### config.mk
export PLATFORM = sky130hd
export DESIGN_NAME = sal_bank_ctrl
export DESIGN_NICKNAME = d
export VERILOG_FILES = /design/src/rtl/sal_bank_ctrl_pkg.sv /design/src/rtl/sal_bank_ctrl_timer.sv /design/src/rtl/sal_bank_ctrl.sv
export SDC_FILE = /design/constraint.sdc
export NUM_CORES = 1
export LEC_CHECK = 0
export ABC_CLOCK_PERIOD_IN_PS = 2390
export CAP_MARGIN = 5
export CORE_AREA = 2 2 94 119
export DETAILED_ROUTE_END_ITERATION = 10
export DIE_AREA = 0 0 96 121
export GPL_TIMING_DRIVEN = 1
export PLACE_DENSITY = 0.77
export SYNTH_ARGS = -nofsm -noshare
export SYNTH_HDL_FRONTEND = slang
export SYNTH_SLANG_ARGS = --single-unit
### constraint.sdc
create_clock -name clk -period 2.39 [get_ports clk]
set_clock_uncertainty 0.2 [all_clocks]
set_input_delay 0.717 -clock clk [delete_from_list [all_inputs] [get_ports clk]]
set_output_delay 0.717 -clock clk [all_outputs]
set_load 0.005 [all_outputs]
### src/rtl/sal_bank_ctrl_pkg.sv
// Shared DRAM/AXI types, bank FSM encoding and default per-bank timing values.
package sal_bank_ctrl_pkg;

  localparam int unsigned DRAM_BK_CNT = 8;
  localparam int unsigned DRAM_RA_W   = 16;
  localparam int unsigned DRAM_CA_W   = 10;
  localparam int unsigned AXI_ID_W    = 4;
  localparam int unsigned AXI_LEN_W   = 8;

  typedef logic [DRAM_RA_W-1:0] dram_ra_t;
  typedef logic [DRAM_CA_W-1:0] dram_ca_t;
  typedef logic [AXI_ID_W-1:0]  axi_id_t;
  typedef logic [AXI_LEN_W-1:0] axi_len_t;

  // Default timing in controller clock cycles.
  localparam int unsigned T_RCD_DEF = 4;
  localparam int unsigned T_RAS_DEF = 12;
  localparam int unsigned T_RTP_DEF = 3;
  localparam int unsigned T_WTP_DEF = 10;
  localparam int unsigned T_RP_DEF  = 4;
  localparam int unsigned T_RFC_DEF = 43;
  localparam int unsigned CNT_W_DEF = 8;

  typedef enum logic [1:0] {
    BK_CLOSED  = 2'd0,
    BK_OPEN    = 2'd1,
    BK_REFRESH = 2'd2
  } bk_state_t;

  // One buffered request as seen by the bank.
  typedef struct packed {
    logic     wr;
    dram_ra_t ra;
    dram_ca_t ca;
    axi_id_t  id;
    axi_len_t len;
  } bank_req_t;

endpackage

### src/rtl/sal_bank_ctrl_timer.sv
// Loadable down-counter that saturates at zero; one instance per timing constraint.
module sal_timer #(
  parameter int unsigned CNT_W = 8
) (
  input  logic             clk,
  input  logic             rst_n,
  input  logic             load,
  input  logic [CNT_W-1:0] load_val,
  output logic [CNT_W-1:0] cnt,
  output logic             is_zero
);

  localparam logic [CNT_W-1:0] ONE = CNT_W'(1);

  // Load has priority over the per-cycle decrement; counting stops at zero.
  always_ff @(posedge clk or negedge rst_n) begin
    if (!rst_n) begin
      cnt <= '0;
    end else if (load) begin
      cnt <= load_val;
    end else if (cnt != '0) begin
      cnt <= cnt - ONE;
    end
  end

  assign is_zero = (cnt == '0);

endmodule

### src/rtl/sal_bank_ctrl.sv
// Per-bank open-page controller: buffers one request, tracks the open row,
// enforces bank timing and raises one command request to the scheduler.
module sal_bank_ctrl
  import sal_bank_ctrl_pkg::*;
#(
  parameter int unsigned T_RCD = T_RCD_DEF,
  parameter int unsigned T_RAS = T_RAS_DEF,
  parameter int unsigned T_RTP = T_RTP_DEF,
  parameter int unsigned T_WTP = T_WTP_DEF,
  parameter int unsigned T_RP  = T_RP_DEF,
  parameter int unsigned T_RFC = T_RFC_DEF,
  parameter int unsigned CNT_W = CNT_W_DEF
) (
  input  logic     clk,
  input  logic     rst_n,
  input  logic     req_valid,
  output logic     req_ready,
  input  logic     req_wr,
  input  dram_ra_t req_ra,
  input  dram_ca_t req_ca,
  input  axi_id_t  req_id,
  input  axi_len_t req_len,
  input  logic     ref_in,
  output logic     ref_done,
  output logic     act_req,
  output logic     rd_req,
  output logic     wr_req,
  output logic     pre_req,
  output logic     ref_req,
  input  logic     act_gnt,
  input  logic     rd_gnt,
  input  logic     wr_gnt,
  input  logic     pre_gnt,
  input  logic     ref_gnt,
  output dram_ra_t ra,
  output dram_ca_t ca,
  output axi_id_t  id,
  output axi_len_t len
);

  localparam logic [CNT_W-1:0] C_RCD = CNT_W'(T_RCD);
  localparam logic [CNT_W-1:0] C_RAS = CNT_W'(T_RAS);
  localparam logic [CNT_W-1:0] C_RTP = CNT_W'(T_RTP);
  localparam logic [CNT_W-1:0] C_WTP = CNT_W'(T_WTP);
  localparam logic [CNT_W-1:0] C_RP  = CNT_W'(T_RP);
  localparam logic [CNT_W-1:0] C_RFC = CNT_W'(T_RFC);

  bk_state_t  state;
  bank_req_t  lat;
  dram_ra_t   open_row;
  logic       pend_q;
  logic       ref_pend_q;

  logic [CNT_W-1:0] rcd_cnt, ras_cnt, rtw_cnt, rp_cnt, rfc_cnt;
  logic             rcd_zero, ras_zero, rtw_zero, rp_zero, rfc_zero;
  logic [CNT_W-1:0] rtw_load_val;

  logic accept;
  logic act_fire, rd_fire, wr_fire, pre_fire, ref_fire;
  logic row_hit, need_pre;

  assign req_ready = rst_n & ~pend_q;
  assign accept    = req_valid & req_ready;

  // Grants only take effect when they answer the request currently raised.
  assign act_fire = act_req & act_gnt;
  assign rd_fire  = rd_req  & rd_gnt;
  assign wr_fire  = wr_req  & wr_gnt;
  assign pre_fire = pre_req & pre_gnt;
  assign ref_fire = ref_req & ref_gnt;

  assign row_hit  = pend_q & (lat.ra == open_row);
  assign need_pre = ref_pend_q | (pend_q & (lat.ra != open_row));

  // Command request decode; refresh outranks column commands on a row hit.
  always_comb begin
    act_req  = 1'b0;
    rd_req   = 1'b0;
    wr_req   = 1'b0;
    pre_req  = 1'b0;
    ref_req  = 1'b0;
    ref_done = 1'b0;
    unique case (state)
      BK_CLOSED: begin
        if (ref_pend_q) begin
          ref_req = rp_zero;
        end else if (pend_q) begin
          act_req = rp_zero;
        end
      end
      BK_OPEN: begin
        if (need_pre) begin
          pre_req = ras_zero & rtw_zero;
        end else if (row_hit & rcd_zero) begin
          rd_req = ~lat.wr;
          wr_req = lat.wr;
        end
      end
      BK_REFRESH: begin
        ref_done = rfc_zero;
      end
      default: begin
      end
    endcase
  end

  // Read/write-to-precharge keeps the longer of the running and new constraint.
  always_comb begin
    rtw_load_val = '0;
    if (wr_fire) begin
      rtw_load_val = (rtw_cnt > C_WTP) ? rtw_cnt : C_WTP;
    end else if (rd_fire) begin
      rtw_load_val = (rtw_cnt > C_RTP) ? rtw_cnt : C_RTP;
    end
  end

  sal_timer #(.CNT_W(CNT_W)) u_rcd (
    .clk(clk), .rst_n(rst_n), .load(act_fire), .load_val(C_RCD),
    .cnt(rcd_cnt), .is_zero(rcd_zero)
  );

  sal_timer #(.CNT_W(CNT_W)) u_ras (
    .clk(clk), .rst_n(rst_n), .load(act_fire), .load_val(C_RAS),
    .cnt(ras_cnt), .is_zero(ras_zero)
  );

  sal_timer #(.CNT_W(CNT_W)) u_rtw (
    .clk(clk), .rst_n(rst_n), .load(rd_fire | wr_fire), .load_val(rtw_load_val),
    .cnt(rtw_cnt), .is_zero(rtw_zero)
  );

  sal_timer #(.CNT_W(CNT_W)) u_rp (
    .clk(clk), .rst_n(rst_n), .load(pre_fire), .load_val(C_RP),
    .cnt(rp_cnt), .is_zero(rp_zero)
  );

  sal_timer #(.CNT_W(CNT_W)) u_rfc (
    .clk(clk), .rst_n(rst_n), .load(ref_fire), .load_val(C_RFC),
    .cnt(rfc_cnt), .is_zero(rfc_zero)
  );

  // Bank state, request buffer, open row and refresh-pending tracking.
  always_ff @(posedge clk or negedge rst_n) begin
    if (!rst_n) begin
      state      <= BK_CLOSED;
      lat        <= '0;
      open_row   <= '0;
      pend_q     <= 1'b0;
      ref_pend_q <= 1'b0;
    end else begin
      if (accept) begin
        lat.wr  <= req_wr;
        lat.ra  <= req_ra;
        lat.ca  <= req_ca;
        lat.id  <= req_id;
        lat.len <= req_len;
        pend_q  <= 1'b1;
      end else if (rd_fire | wr_fire) begin
        pend_q <= 1'b0;
      end

      // A refresh pulse arriving while one is pending merges into it.
      if (ref_fire) begin
        ref_pend_q <= 1'b0;
      end else if (ref_in) begin
        ref_pend_q <= 1'b1;
      end

      unique case (state)
        BK_CLOSED: begin
          if (ref_fire) begin
            state <= BK_REFRESH;
          end else if (act_fire) begin
            state    <= BK_OPEN;
            open_row <= lat.ra;
          end
        end
        BK_OPEN: begin
          if (pre_fire) begin
            state <= BK_CLOSED;
          end
        end
        BK_REFRESH: begin
          if (rfc_zero) begin
            state <= BK_CLOSED;
          end
        end
        default: state <= BK_CLOSED;
      endcase
    end
  end

  assign ra  = lat.ra;
  assign ca  = lat.ca;
  assign id  = lat.id;
  assign len = lat.len;

endmodule

After elaboration in Yosys (flattened, before gate mapping). Index checks and enable logic that the tools add are counted.

Bits in registers: 99. Bits in latches: 0. Bits in writable memories: 0. ROM bits: 0. Memories kept: 0.

Add/subtract/negate cells: 5. Multipliers: 0. Div/mod/pow operators: 0. Magnitude comparators: 2. Equal/unequal tests: 9. Shift-type cells: 0. Muxes and demuxes: 37. Bitwise gates (word level): 16. Reductions and logical operators: 21.

Operators by type and width (count): $mux 8 (14); $logic_not 8->1 (5); $reduce_bool 8->1 (5); $sub 8x1->8 const B (5); $mux 1 (18); $eq 16x16->1 (1); $ne 16x16->1 (1); $reduce_bool 2->1 (7); $and 1x1->1 (11); $reduce_and 3->1 (3); $gt 8x2->1 const B (1); $gt 8x4->1 const B (1); $mux 2 (4); $ne 3x3->1 const B (2); $pmux 2 s3 (1); $ne 2x2->1 const B (2); $ne 4x4->1 const B (1); $not 1->1 (3); $eq 2x1->1 const B (1); $eq 2x2->1 const B (1); $logic_not 2->1 (1); $or 1x1->1 (2).

Longest topological paths before layout.
Depth in word-level cells: 10. Depth in mapped cells: 9.

By module. From an unflattened synthesis, not the netlist that was laid out.

Cells, all modules: 516. Area, all modules: 5411.4 um^2.

Modules (own cells, without submodules): sal_bank_ctrl (instances 1, cells an instance 246, area an instance 3027.9 um^2); sal_timer (instances 5, cells an instance 54, area an instance 476.7 um^2).

Worst setup path after synthesis. OpenSTA, ideal clock, no wires.

Path kind: register to output. Start: register u_ras.cnt[3]. End: output pre_req. Data arrival time: 1.764 ns. Slack: -0.291 ns. Stages on the path, launching flop included: 5. Buffers on the path: 0. Path through: dfrtp_1 -> or4_1 -> or3_1 -> nor3_1 -> nor2b_1.

Word-level cells in the longest chain between the ends: 4.

RTL lines: from (decl) (line sal_bank_ctrl_timer.sv:9) `output logic [CNT_W-1:0] cnt,`; from (signal assigned) (line sal_bank_ctrl_timer.sv:20) `cnt <= load_val;`; from (signal assigned) (line sal_bank_ctrl_timer.sv:22) `cnt <= cnt - ONE;`; $logic_not 8->1 (line sal_bank_ctrl_timer.sv:26) `assign is_zero = (cnt == '0);`; $and 1x1->1 (line sal_bank_ctrl.sv:93) `pre_req = ras_zero & rtw_zero;`; $mux 1 (line sal_bank_ctrl.sv:92) `if (need_pre) begin`; $mux 1 (line sal_bank_ctrl.sv:83) `unique case (state)`; to (decl) (line sal_bank_ctrl.sv:28) `output logic pre_req,`.

No other way between the ends.

Worst setup path in the final report.
Start: register u_rcd.cnt[6]. End: output wr_req.

Word-level cells in the longest chain between the ends: 5.

RTL lines: from (decl) (line sal_bank_ctrl_timer.sv:9); from (signal assigned) (line sal_bank_ctrl_timer.sv:20); from (signal assigned) (line sal_bank_ctrl_timer.sv:22); $logic_not 8->1 (line sal_bank_ctrl_timer.sv:26); $and 1x1->1 (line sal_bank_ctrl.sv:94) `end else if (row_hit & rcd_zero) begin`; $mux 1 (line sal_bank_ctrl.sv:94); $mux 1 (line sal_bank_ctrl.sv:92); $mux 1 (line sal_bank_ctrl.sv:83); to (decl) (line sal_bank_ctrl.sv:27) `output logic wr_req,`.

No other way between the ends.

==> metrics.csv <==
metric;value;unit
Clock power frac;28.3;%
first-pass GRT wire length;18900;um
DP HPWL;7990;um
Inst Count DP;726;
per-cell routed wire length;15.4;um
setup TNS;-7.47;ns
outcome;complete, but fails checks;
area of the multi-input gates;2190;um^2
number of synthesized register bits;99;
RSZ-0062 raised after global routing;true;
synth warn;0;
Max Freq;322;MHz
worst-skew pair later-pin latency;0.34;ns
Cell Pwr Density;851;nW/um^2
First DRT Iteration DRCs;126;
CP Capture Type;output port;
Total GRT Usage;21.0;%
worst slew pin tran;0.788;ns
Synthesized Nets;513;
Leak Pwr;3.14;nW
Crit Path Max Fanout;3;
Post-synth ARST share;100;%
final instance count without filler cells;753;
number of H-tree levels;3;
Clk pin slew, worst setup/hold paths;0.06;ns
Final setup viols;15;
worst setup margin;-0.713;ns
cts hold-fix bufs;0;
Inserted Clock Buffers;9;
number of synthesized flops with an enable pin;0;
Reg area;2480;um^2
Synth-to-Final Area Change;44.5;%
Mapped Avg Cell Area;10.6;um^2
register area share after synthesis;51.1;%
Routed Antenna Nets;0;
CTS tree;yes;
grt total ovfl;0;
max-cap viol count;0;
width of the die;96;um
period utilization;130;%
Final Hold Fails;0;
CP required;1.47;ns
failing checks;setup timing;
top_reg_cell synth;dfrtp_1;
row count;42;
synth top area cells;dfrtp_1 (51%), mux2_2 (9.5%), buf_4 (5.9%);
Nets;673;
critical path type;reg2out;
Period minus WS final;3.10;ns
Antenna Cells;0;
# fillers;772;
Initial Utilization;46.4;%
IO Count;93;
Die H;121;um
via count;3823;
vias in the first global route;4163;
final count of pins violating max slew;0;
unique cell type count in the Yosys netlist;43;
Slew headroom;47.4;%
initial antenna violation count;0;
class of the tightest hold or removal check;in2async;
Mapped Cells;457;
Arrival @ worst endpoint;2.19;ns
Sw Ratio;26.3;%
largest net degree at the start of global routing;64;
area share of the largest cell type after synthesis;51.1;%
DRC Markers;0;
power share of the combinational group;33.6;%
root buffer cell;clkbuf_16;
Post-Syn Area;4850;um^2
Die Footprint;11600;um^2
Via density;5.08;
CORE AREA;10500;um^2
Setup crit start kind;register;
Final GP Congestion;0.831;
Peak VDD IR;0.626;mV
Reg power frac;38.2;%
Int Power;4.39;mW
deepest clock path buffer count;2;
layout cells sized above 1;34.1;%
Switch Pwr;1.57;mW
TritonRoute pass-1 iters;4;
PortBufs;92;
post-synth top area cell;dfrtp_1;
routed wire length;11600;um
CTS sink count;99;
-- final timing paths --
| kind | end | cells past startpoint | start | slack (ns) |
|---|---|---|---|---|
| max | wr_req | 7 | u_rcd.cnt[6] | -0.71 |
| min | u_ras.cnt[4] | 2 | rst_n | 0.25 |
| max reg2reg | u_rtw.cnt[2] | 10 | u_rcd.cnt[6] | -0.66 |
| min reg2reg | open_row[7] | 2 | open_row[7] | 0.29 |
| max in group asynchronous | ra[0] | 3 | rst_n | 0.57 |
| min in group clk | open_row[7] | 2 | open_row[7] | 0.29 |
-- power groups by stage --
| stage | registers (mW) | clock network, mW | logic, mW |
|---|---|---|---|
| 6_report | 2.28 | 1.68 | 2.00 |
| 5_1_grt | 2.32 | 1.79 | 2.16 |
| 4_1_cts | 2.27 | 1.72 | 1.99 |
| 3_5_place_dp | 2.29 | 0 | 1.93 |
| 3_3_place_gp | 2.27 | 0 | 1.87 |
| 2_1_floorplan | 2.31 | 0 | 1.06 |
-- sequential cells by signal, summed over array words and instances, names as in the netlist --
register    cells
state           2
pend_q          1
ca             10
ra             16
lat             1
u_rtw.cnt       8
u_rcd.cnt       8
ref_pend_q      1
u_rfc.cnt       8
u_rp.cnt        8
len             8
id              4
u_ras.cnt       8
open_row       16
-- metrics by stage --
| step | setup slack [ns] | power (mW) | hold WS (ns) | cell area, um^2 | utilization, % |
|---|---|---|---|---|---|
| 6_report | -0.713 | 5.96 | 0.252 | 7010 | 67.0 |
| 5_1_grt | -0.791 | 6.27 | 0.287 | 7010 | 67.0 |
| 4_1_cts | -0.744 | 5.97 | 0.263 | 6920 | 66.2 |
| 3_5_place_dp | -0.647 | 4.22 | 0.283 | 6400 | 61.2 |
| 3_3_place_gp | -0.622 | 4.14 | 0.277 | 6400 | 61.2 |
| 2_1_floorplan | -0.140 | 3.37 | 0.221 | 4900 | - |
-- synth_stat cells (2+ instances only) --
cell type / number
dfrtp_1: 99
nor4_1: 14
a21oi_1: 8
nand2b_1: 7
xor2_1: 23
nand3_1: 4
mux2_2: 41
mux2i_1: 2
nand4_1: 4
or4_1: 2
a211oi_1: 4
and3_2: 2
nor3b_1: 2
and2_1: 2
o21ai_0: 6
nand3b_1: 3
o211ai_1: 2
xnor2_1: 15
inv_1: 12
buf_4: 38
nand2_1: 66
ha_1: 8
clkbuf_1: 10
nor3_1: 13
nor2_1: 38
or3_1: 3
and3_1: 3
nor2b_1: 9
or3b_2: 3
-- cells by family after synthesis --
family | Yosys count | share of synthesized area [%]
XOR/XNOR | 38 | 6.86
AND/OR/NAND/NOR | 182 | 18.9
buffers and inverters | 62 | 7.89
flip-flops | 99 | 51.1
adder cells (fa/ha/maj) | 8 | 2.06
AO/OA/AOI/OAI | 25 | 3.30
multiplexers | 43 | 9.93
-- routing by layer --
| layer | GRT usage (%) | up-vias | wire, um |
|---|---|---|---|
| met4 | 9.73 | 0 | 337 |
| met1 | 24.0 | 1892 | 4510 |
| met3 | 4.22 | 30 | 359 |
| li1 | - | 1813 | - |
| met5 | 0 | - | 0 |
| met2 | 37.0 | 88 | 6370 |
-- final cells by class --
type,instances,area share (%)
Sequential cell,99,35.4
Tap cell,132,2.36
Clock inverter,4,1.39
Timing Repair Buffer,199,25.4
Clock buffer,11,3.61
Multi-Input combinational cell,296,31.2
Inverter,12,0.643
-- critical path: stages (launching register included) --
cell,delay [ns]
dfrtp_1,0.41
nor4_4,0.34
nand3_2,0.13
or4b_4,0.52
buf_6,0.14
nor2_4,0.07
and2_4,0.14
buf_6,0.08
-- cell usage in the layout (no fill, tap or decap), types with 4 or more instances in the layout --
| master | count |
|---|---|
| dfrtp_1 | 99 |
| buf_4 | 95 |
| clkdlybuf4s50_1 | 84 |
| nand2_1 | 62 |
| mux2_2 | 39 |
| nor2_1 | 37 |
| xor2_1 | 23 |
| xnor2_1 | 15 |
| buf_6 | 12 |
| nor4_1 | 9 |
| nor3_1 | 9 |
| clkbuf_16 | 9 |
| inv_1 | 8 |
| a21oi_1 | 8 |
| nand2b_1 | 7 |
| nor2b_1 | 7 |
| o21ai_0 | 6 |
| ha_1 | 6 |
| inv_2 | 4 |
| nand4_1 | 4 |
| nand2_2 | 4 |
-- timing repair --
action	CTS	global route
resized for setup	49	20
hold endpoints to repair	0	0
setup buffers	12	3
pin swaps	14	11
setup endpoints to repair	16	20
(Power assumes the default switching activity.)
